### src/rtl/sd_pkg.sv
// sd_pkg: shared types and constants for the SD sector sequencer.
// Holds the FSM state encoding, the default sector size and the sector-to-byte shift.
package sd_pkg;

    localparam int SECTOR_BYTES_DEF = 512;
    localparam int SECTOR_SHIFT     = 9;

    typedef enum logic [2:0] {
        IDLE,
        ISSUE,
        XFER,
        DONE,
        ERR
    } sd_state_t;

endpackage

### src/rtl/sd_sector_buf.sv
// sd_sector_buf: one-write, one-read synchronous sector RAM (SECTOR_BYTES x 8).
// Reads are registered, return the old byte on a same-index write, and give 0 out of range.
module sd_sector_buf
    import sd_pkg::*;
#(
    parameter int SECTOR_BYTES = SECTOR_BYTES_DEF
) (
    input  logic                            iCLK,
    input  logic                            Reset,
    input  logic                            we,
    input  logic [$clog2(SECTOR_BYTES)-1:0] waddr,
    input  logic [7:0]                      wdata,
    input  logic [8:0]                      raddr,
    output logic [7:0]                      rdata
);

    localparam int AW = $clog2(SECTOR_BYTES);

    logic [7:0] mem [SECTOR_BYTES];
    logic       in_range;

    assign in_range = ({1'b0, raddr} < 10'(SECTOR_BYTES));

    // Write port: RAM storage, no reset so it maps onto block memory.
    always_ff @(posedge iCLK) begin
        if (we) begin
            mem[waddr] <= wdata;
        end
    end

    // Read port: registered output, old data wins on a same-cycle write.
    always_ff @(posedge iCLK or negedge Reset) begin
        if (!Reset) begin
            rdata <= '0;
        end else if (in_range) begin
            rdata <= mem[raddr[AW-1:0]];
        end else begin
            rdata <= '0;
        end
    end

endmodule

### src/rtl/sd_sector_sequencer.sv
// sd_sector_sequencer: reads one SD sector into a local buffer on a CPU request.
// Optional SD_SEQ_TIMEOUT_EN adds a transfer watchdog that ends in the ERR state.
module sd_sector_sequencer
    import sd_pkg::*;
#(
    parameter int          SECTOR_BYTES   = SECTOR_BYTES_DEF,
    parameter int unsigned TIMEOUT_CYCLES = 5_000_000
) (
    input  logic        iCLK,
    input  logic        Reset,
    input  logic        req,
    input  logic [22:0] sector,
    output logic        busy,
    output logic        done,
    output logic        error,
    input  logic [8:0]  buf_idx,
    output logic [7:0]  buf_data,
    output logic        sd_rd,
    output logic [31:0] sd_addr,
    input  logic        sd_ready,
    input  logic        sd_byte_valid,
    input  logic [7:0]  sd_dout
);

    localparam int            AW   = $clog2(SECTOR_BYTES);
    localparam logic [AW-1:0] LAST = AW'(SECTOR_BYTES - 1);

    if (TIMEOUT_CYCLES < 1 || SECTOR_BYTES < 16 || SECTOR_BYTES > 512 ||
        (SECTOR_BYTES & (SECTOR_BYTES - 1)) != 0) begin : g_param_chk
        $error("sd_sector_sequencer: illegal SECTOR_BYTES or TIMEOUT_CYCLES");
    end

    sd_state_t     state;
    logic [AW-1:0] wcnt;
    logic          wr_en;

    assign wr_en = sd_byte_valid && (state == ISSUE || state == XFER);

`ifdef SD_SEQ_TIMEOUT_EN
    logic [31:0] tcnt;

    // Sequencer FSM with watchdog; timeout takes priority over a late strobe.
    always_ff @(posedge iCLK or negedge Reset) begin
        if (!Reset) begin
            state   <= IDLE;
            wcnt    <= '0;
            tcnt    <= '0;
            sd_rd   <= 1'b0;
            sd_addr <= '0;
            busy    <= 1'b0;
            done    <= 1'b0;
            error   <= 1'b0;
        end else begin
            done <= 1'b0;
            unique case (state)
                IDLE: begin
                    if (req && sd_ready) begin
                        sd_addr <= 32'(sector) << SECTOR_SHIFT;
                        wcnt    <= '0;
                        tcnt    <= '0;
                        error   <= 1'b0;
                        sd_rd   <= 1'b1;
                        busy    <= 1'b1;
                        state   <= ISSUE;
                    end
                end
                ISSUE, XFER: begin
                    tcnt <= tcnt + 32'd1;
                    if (tcnt == 32'(TIMEOUT_CYCLES - 1)) begin
                        wcnt  <= '0;
                        sd_rd <= 1'b0;
                        busy  <= 1'b0;
                        error <= 1'b1;
                        state <= ERR;
                    end else if (sd_byte_valid) begin
                        sd_rd <= 1'b0;
                        if (wcnt == LAST) begin
                            wcnt  <= '0;
                            busy  <= 1'b0;
                            done  <= 1'b1;
                            state <= DONE;
                        end else begin
                            wcnt  <= wcnt + 1'b1;
                            state <= XFER;
                        end
                    end
                end
                DONE:    state <= IDLE;
                ERR:     state <= IDLE;
                default: state <= IDLE;
            endcase
        end
    end
`else
    assign error = 1'b0;

    // Sequencer FSM; without the watchdog a transfer waits for its bytes forever.
    always_ff @(posedge iCLK or negedge Reset) begin
        if (!Reset) begin
            state   <= IDLE;
            wcnt    <= '0;
            sd_rd   <= 1'b0;
            sd_addr <= '0;
            busy    <= 1'b0;
            done    <= 1'b0;
        end else begin
            done <= 1'b0;
            unique case (state)
                IDLE: begin
                    if (req && sd_ready) begin
                        sd_addr <= 32'(sector) << SECTOR_SHIFT;
                        wcnt    <= '0;
                        sd_rd   <= 1'b1;
                        busy    <= 1'b1;
                        state   <= ISSUE;
                    end
                end
                ISSUE, XFER: begin
                    if (sd_byte_valid) begin
                        sd_rd <= 1'b0;
                        if (wcnt == LAST) begin
                            wcnt  <= '0;
                            busy  <= 1'b0;
                            done  <= 1'b1;
                            state <= DONE;
                        end else begin
                            wcnt  <= wcnt + 1'b1;
                            state <= XFER;
                        end
                    end
                end
                DONE:    state <= IDLE;
                ERR:     state <= IDLE;
                default: state <= IDLE;
            endcase
        end
    end
`endif

    sd_sector_buf #(
        .SECTOR_BYTES(SECTOR_BYTES)
    ) u_buf (
        .iCLK (iCLK),
        .Reset(Reset),
        .we   (wr_en),
        .waddr(wcnt),
        .wdata(sd_dout),
        .raddr(buf_idx),
        .rdata(buf_data)
    );

endmodule

### config.mk
export PLATFORM = sky130hd
export DESIGN_NAME = sd_sector_sequencer
export DESIGN_NICKNAME = d
export VERILOG_FILES = /design/src/rtl/sd_pkg.sv /design/src/rtl/sd_sector_buf.sv /design/src/rtl/sd_sector_sequencer.sv
export SDC_FILE = /design/constraint.sdc
export NUM_CORES = 2
export LEC_CHECK = 0
export ABC_AREA = 0
export CAP_MARGIN = 30
export CORE_ASPECT_RATIO = 1.1
export CORE_MARGIN = 5
export CORE_UTILIZATION = 40
export CTS_CLUSTER_SIZE = 40
export DETAILED_ROUTE_END_ITERATION = 7
export PLACE_DENSITY = 0.66
export SYNTH_ARGS = -nofsm -noshare
export SYNTH_HDL_FRONTEND = slang
export SYNTH_SLANG_ARGS = --single-unit
### constraint.sdc
create_clock -name iCLK -period 2.75 [get_ports iCLK]
set_input_delay 0.55 -clock iCLK [delete_from_list [all_inputs] [get_ports iCLK]]
set_output_delay 0.55 -clock iCLK [all_outputs]
set_load 0.01 [all_outputs]
# [Yosys cells after proc, flatten, opt, wreduce, memory -nomap -nowiden]
# Memories as Yosys holds them, arrays and structs flattened. A register that Yosys moved wholly into a read port is not among the register bits.
# Index checks and enable logic that the tools add are counted.
[totals] n_memories=1 mem_bits_rw=4096 inputBits=45 ff_bits=38 output_inout_bits=44
[memory_table] name="u_buf.mem" depth=512 word_bits=8 read_ports=1 rd_ports_with_merged_regs=1 wr=1 line="sd_sector_buf.sv:19" source="logic [7:0] mem [SECTOR_BYTES];"
[op_classes] eq_ne=6 n_reduce_logical=11 muxes=19 n_addsub=1
[ops] cell="$mux 9" count=3
[ops] cell="$pmux 9 s2" count=1
[ops] cell="$mux 1" count=10
[ops] cell="$add 9x1->9 const B" count=1
[ops] cell="$eq 9x9->1 const B" count=1
[ops] cell="$mux 3" count=2
[ops] cell="$ne 2x2->1 const B" count=3
[ops] cell="$pmux 3 s2" count=1
[ops] cell="$pmux 1 s2" count=2
[ops] cell="$reduce_and 2->1" count=2
[ops] cell="$reduce_and 4->1" count=1
[ops] cell="$eq 3x1->1 const B" count=1
[ops] cell="$eq 3x2->1 const B" count=1
[ops] cell="$logic_not 3->1" count=1
[ops] cell="$reduce_and 3->1" count=1
[ops] cell="$logic_and 1x1->1" count=2
[ops] cell="$reduce_bool 2->1" count=1
[ops] cell="$reduce_or 2->1" count=1
[ops] cell="$logic_not 1->1" count=1
[ops] cell="$logic_or 1x1->1" count=1

# [Depth between registers and ports, before layout]
[depth] ltp_word=5 depth_mapped=13

# [By module]
# From an unflattened synthesis, not the netlist that was laid out.
[unflattened] cells_unflattened=8166 area_unflattened_um2=161656.3
[by_module_without_submodules] module="sd_sector_buf" cells_per_inst=8030 n_inst=1 area_per_inst_um2=159960.9 seq_area_each_um2=123198.2
[by_module_without_submodules] module="sd_sector_sequencer" cells_per_inst=136 n_inst=1 area_per_inst_um2=1695.4 seq_area_each_um2=925.9

# [Worst setup path before layout]
# Ideal clock, no wire load.
[synth_timing] path_kind="input to register" from="in buf_idx[0]" to="reg u_buf.rdata[4], read port of u_buf.mem" arrival_ns=2.588 setup_time_ns=0.124 setup_slack_ns=0.038 stages=11 n_path_buf=5 path_cell_list="buf_6 buf_6 buf_4 buf_4 buf_4 mux4_2 o22ai_1 a22oi_1 nand4_1 nand2_1 o31a_1"
[synth_rtl] element="start: declaration" line="sd_sector_sequencer.sv:16" source="input logic [8:0] buf_idx,"
[synth_rtl] element="end: declaration" line="sd_sector_buf.sv:14" source="output logic [7:0] rdata"

==> run_results.csv <==
group,metric,value,unit
final_layout,mostFrequentLayoutCells,"edfxtp_1, buf_4, mux2i_1",
pwr,p_sw,29.0,mW
sta,slew_viol_final,0,
clock_network,clk_pin_slew,60,ps
synthesis,syn_inst,8176,
clock_network,cts_buffers,392,
final_layout,area_growth,19.9,%
placed_design,post-place-ws,-1470,ps
pwr,leakage,64.9,nW
clock_network,clkSinkCount,4141,
synthesis,synth_top_area_share,76.0,%
synthesis,synth-edff-count,4096,
worst_setup_path,worstPathMaxFanout,1,
pwr,p_per_area,690,nW/um2
floorplanning,ios,89,
final_layout,fin_util,48.0,%
grt,grt_util_all_layers,20.1,%
sta,tightest_slew,864,ps
synthesis,synthArstFlopShare,1.09,%
routing,routed_wire_length_per_instance,28.1,um
sta,slew-limit-headroom,42.2,%
routing,dr_wl_met3,35500,um
worst_setup_path,critical_path_class,"reg2reg",
synthesis,synth_ff_type,"edfxtp_1",
synthesis,synth_top_area_cell,"edfxtp_1",
sta,rsz0062_at_grt,"true",
clock_network,cts_setup_buffers,0,
synthesis,yosys_warnings,0,
routing,drt-total-wl,432000,um
grt,grt_pass1_vias,89100,
pwr,p_int,105,mW
final_layout,drive_gt1_share,28.9,%
sta,max_freq,362,MHz
worst_setup_path,startpoint_type,"flip-flop",
floorplanning,core_area,404000,um2
routing,drt-initial-drc-count,9849,
status,violations,"setup timing",
synthesis,ys_ff_latch,4141,
floorplanning,die_x,616,um
synthesis,synth-seq-area-share,76.7,%
sta,final.period_utilization,101,%
sta,fin_skew,65.4,ps
hold_path,hold_class,"in2reg",
worst_setup_path,cp.arrival,3600,ps
floorplanning,initial_core_util,40.1,%
run,drv_cap,0,
sta,setup_viol,2,
routing,firstDrtPassIters,8,
pwr,seq_power_share,52.2,%
placed_design,dp_hpwl,287000,um
floorplanning,rows,245,
grt,antenna_found_initial,9,
routing,vias,88100,
synthesis,syn_area_per_cell,19.8,um2
floorplanning,die_y,677,um
clock_network,cts_tree,"yes",
pwr,switching_share,21.7,%
final_layout,layout_commonest_cell,"edfxtp_1",
placed_design,gp_congestion,0.936,
sta,layout_setup_ws,-14.7,ps
worst_setup_path,required,3590,ps
final_layout,nFillCells,32200,
clock_network,clk_latency,990,ps
clock_network,cts_root_buf,"clkbuf_16",
grt,grt_max_degree,133,
sta,fin_crit,2760,ps
pwr,ir_drop,577,uV
sta,hold_violations,0,
synthesis,synth_cell_types,52,
routing,ant_nets,0,
routing,drcViolationCount,0,
routing,vias_per_cell,5.74,
floorplanning,design.die.area,417000,um2
routing,wl_met2,214000,um
status,status,"complete, but fails checks",
grt,grt_pass1_wl,623000,um
clock_network,clockBufferDepth,4,
grt,grt_overflow,0,
pwr,pwr-share-clk,41.1,%
pwr,pwr-share-comb,6.7,%
synthesis,synth_area_leaders,"edfxtp_1, mux4_2, mux2i_1, o221ai_1, nor2_1",
placed_design,io_buffers,78,
sta,setup_tns,-18.8,ps
clock_network,cts_max_level,5,
final_layout,nets,9754,
synthesis,syn-cell-area,162000,um2
worst_setup_path,end_kind,"flip-flop",
routing,highest_layer,"met5",
routing,wl_met1,164000,um
registers in the layout (all words and copies together), names as in the netlist:
name	cells
sd_rd	1
wcnt	9
u_buf.rdata	8
done	1
state	2
u_buf.mem	4096
busy	1
sd_addr	23
through the flow:
| step | area (um2) | hold WS, ps | power [mW] | std cells |
|---|---|---|---|---|
| after global routing | 194000 | 8.15 | 138 | 15300 |
| after CTS | 194000 | 12.2 | 134 | 15300 |
| after global placement | 181000 | 486 | 79.9 | 14600 |
| after detailed placement | 181000 | 494 | 80.1 | 14600 |
| final | 194000 | 44.7 | 134 | 15400 |
| after floorplan | 162000 | 254 | 75.0 | 8185 |
final timing paths:
kind / from / endpoint / slack (ps) / cells past startpoint
max: u_buf.mem[438][0]$_DFFE_PP_ / u_buf.rdata[0]$_DFF_PN0_ / -10 / 7
min: sd_dout[3] / u_buf.mem[355][3]$_DFFE_PP_ / 40 / 1
max reg2reg: u_buf.mem[438][0]$_DFFE_PP_ / u_buf.rdata[0]$_DFF_PN0_ / -10 / 7
min reg2reg: sd_addr[17]$_DFFE_PN0P_ / sd_addr[17]$_DFFE_PN0P_ / 500 / 1
max in group asynchronous: Reset / u_buf.rdata[7]$_DFF_PN0_ / 1890 / 3
min in group asynchronous: Reset / sd_addr[28]$_DFFE_PN0P_ / 80 / 2
logic make-up (layout without fill, tap and decap cells):
logic type	count (synthesis)	count (layout)	share of synthesized area, %
compound gates	1032	1032	4.45
fa+ha+maj	7	7	0.0541
buf+inv	551	2398	1.94
flops	4141	4141	76.7
mux	1488	1488	14.3
other cells	1	21	0.00232
simple gates	956	956	2.55
power groups by stage:
stage	Combinational [mW]	Sequential [mW]	Clock (mW)
6_report	8.93	69.9	54.9
5_1_grt	9.31	69.8	58.4
4_1_cts	8.91	69.9	55.7
3_5_place_dp	8.85	71.2	0
3_3_place_gp	8.69	71.2	0
2_1_floorplan	3.82	71.2	0
cell type report:
class                   instances  area (um2)  area share [%]
repair buffers               1657       15000            7.75
flip-flops and latches       4141      124000            64.0
well taps                    5310        6640            3.43
clock buffers                 480       10300            5.30
diodes                         11        27.5          0.0142
multi-input cells            3493       34900            18.0
clock inverters               244        2800            1.44
inverters                      17        71.3          0.0368
what timing repair did:
item	in CTS	in global routing
setup endpoints to repair	17	25
resized for setup	29	20
hold buffers	4	0
endpoints found under the hold margin	66	0
pin swaps	8	6
synthesized netlist by cell type, types with 34 or more instances:
cell,instances
o22ai_1,184
buf_2,88
edfxtp_1,4096
clkbuf_1,230
nand3_1,54
buf_1,65
mux2i_1,816
a21oi_1,188
nand2_1,128
nor2_1,564
nor3_1,58
o221ai_1,367
buf_6,64
o21ai_0,132
dfrtp_1,45
buf_4,68
mux4_2,640
a22oi_1,67
nor4_1,34
critical path, cell delays in order, from the launching register on:
cell and delay (ps):
edfxtp_1 370, mux4_2 480, mux4_2 570, or3_1 480, o211ai_1 290, nor4_4 160
buf_4 170, o31a_1 90
routing by layer:
layer  vias to the layer above  global-route usage, %
met2                      4339                   33.6
met4                         6                   7.44
met3                       794                   3.61
met5                         -                      0
met1                     46000                   26.3
li1                      37000                      -
(Power assumes the default switching activity.)
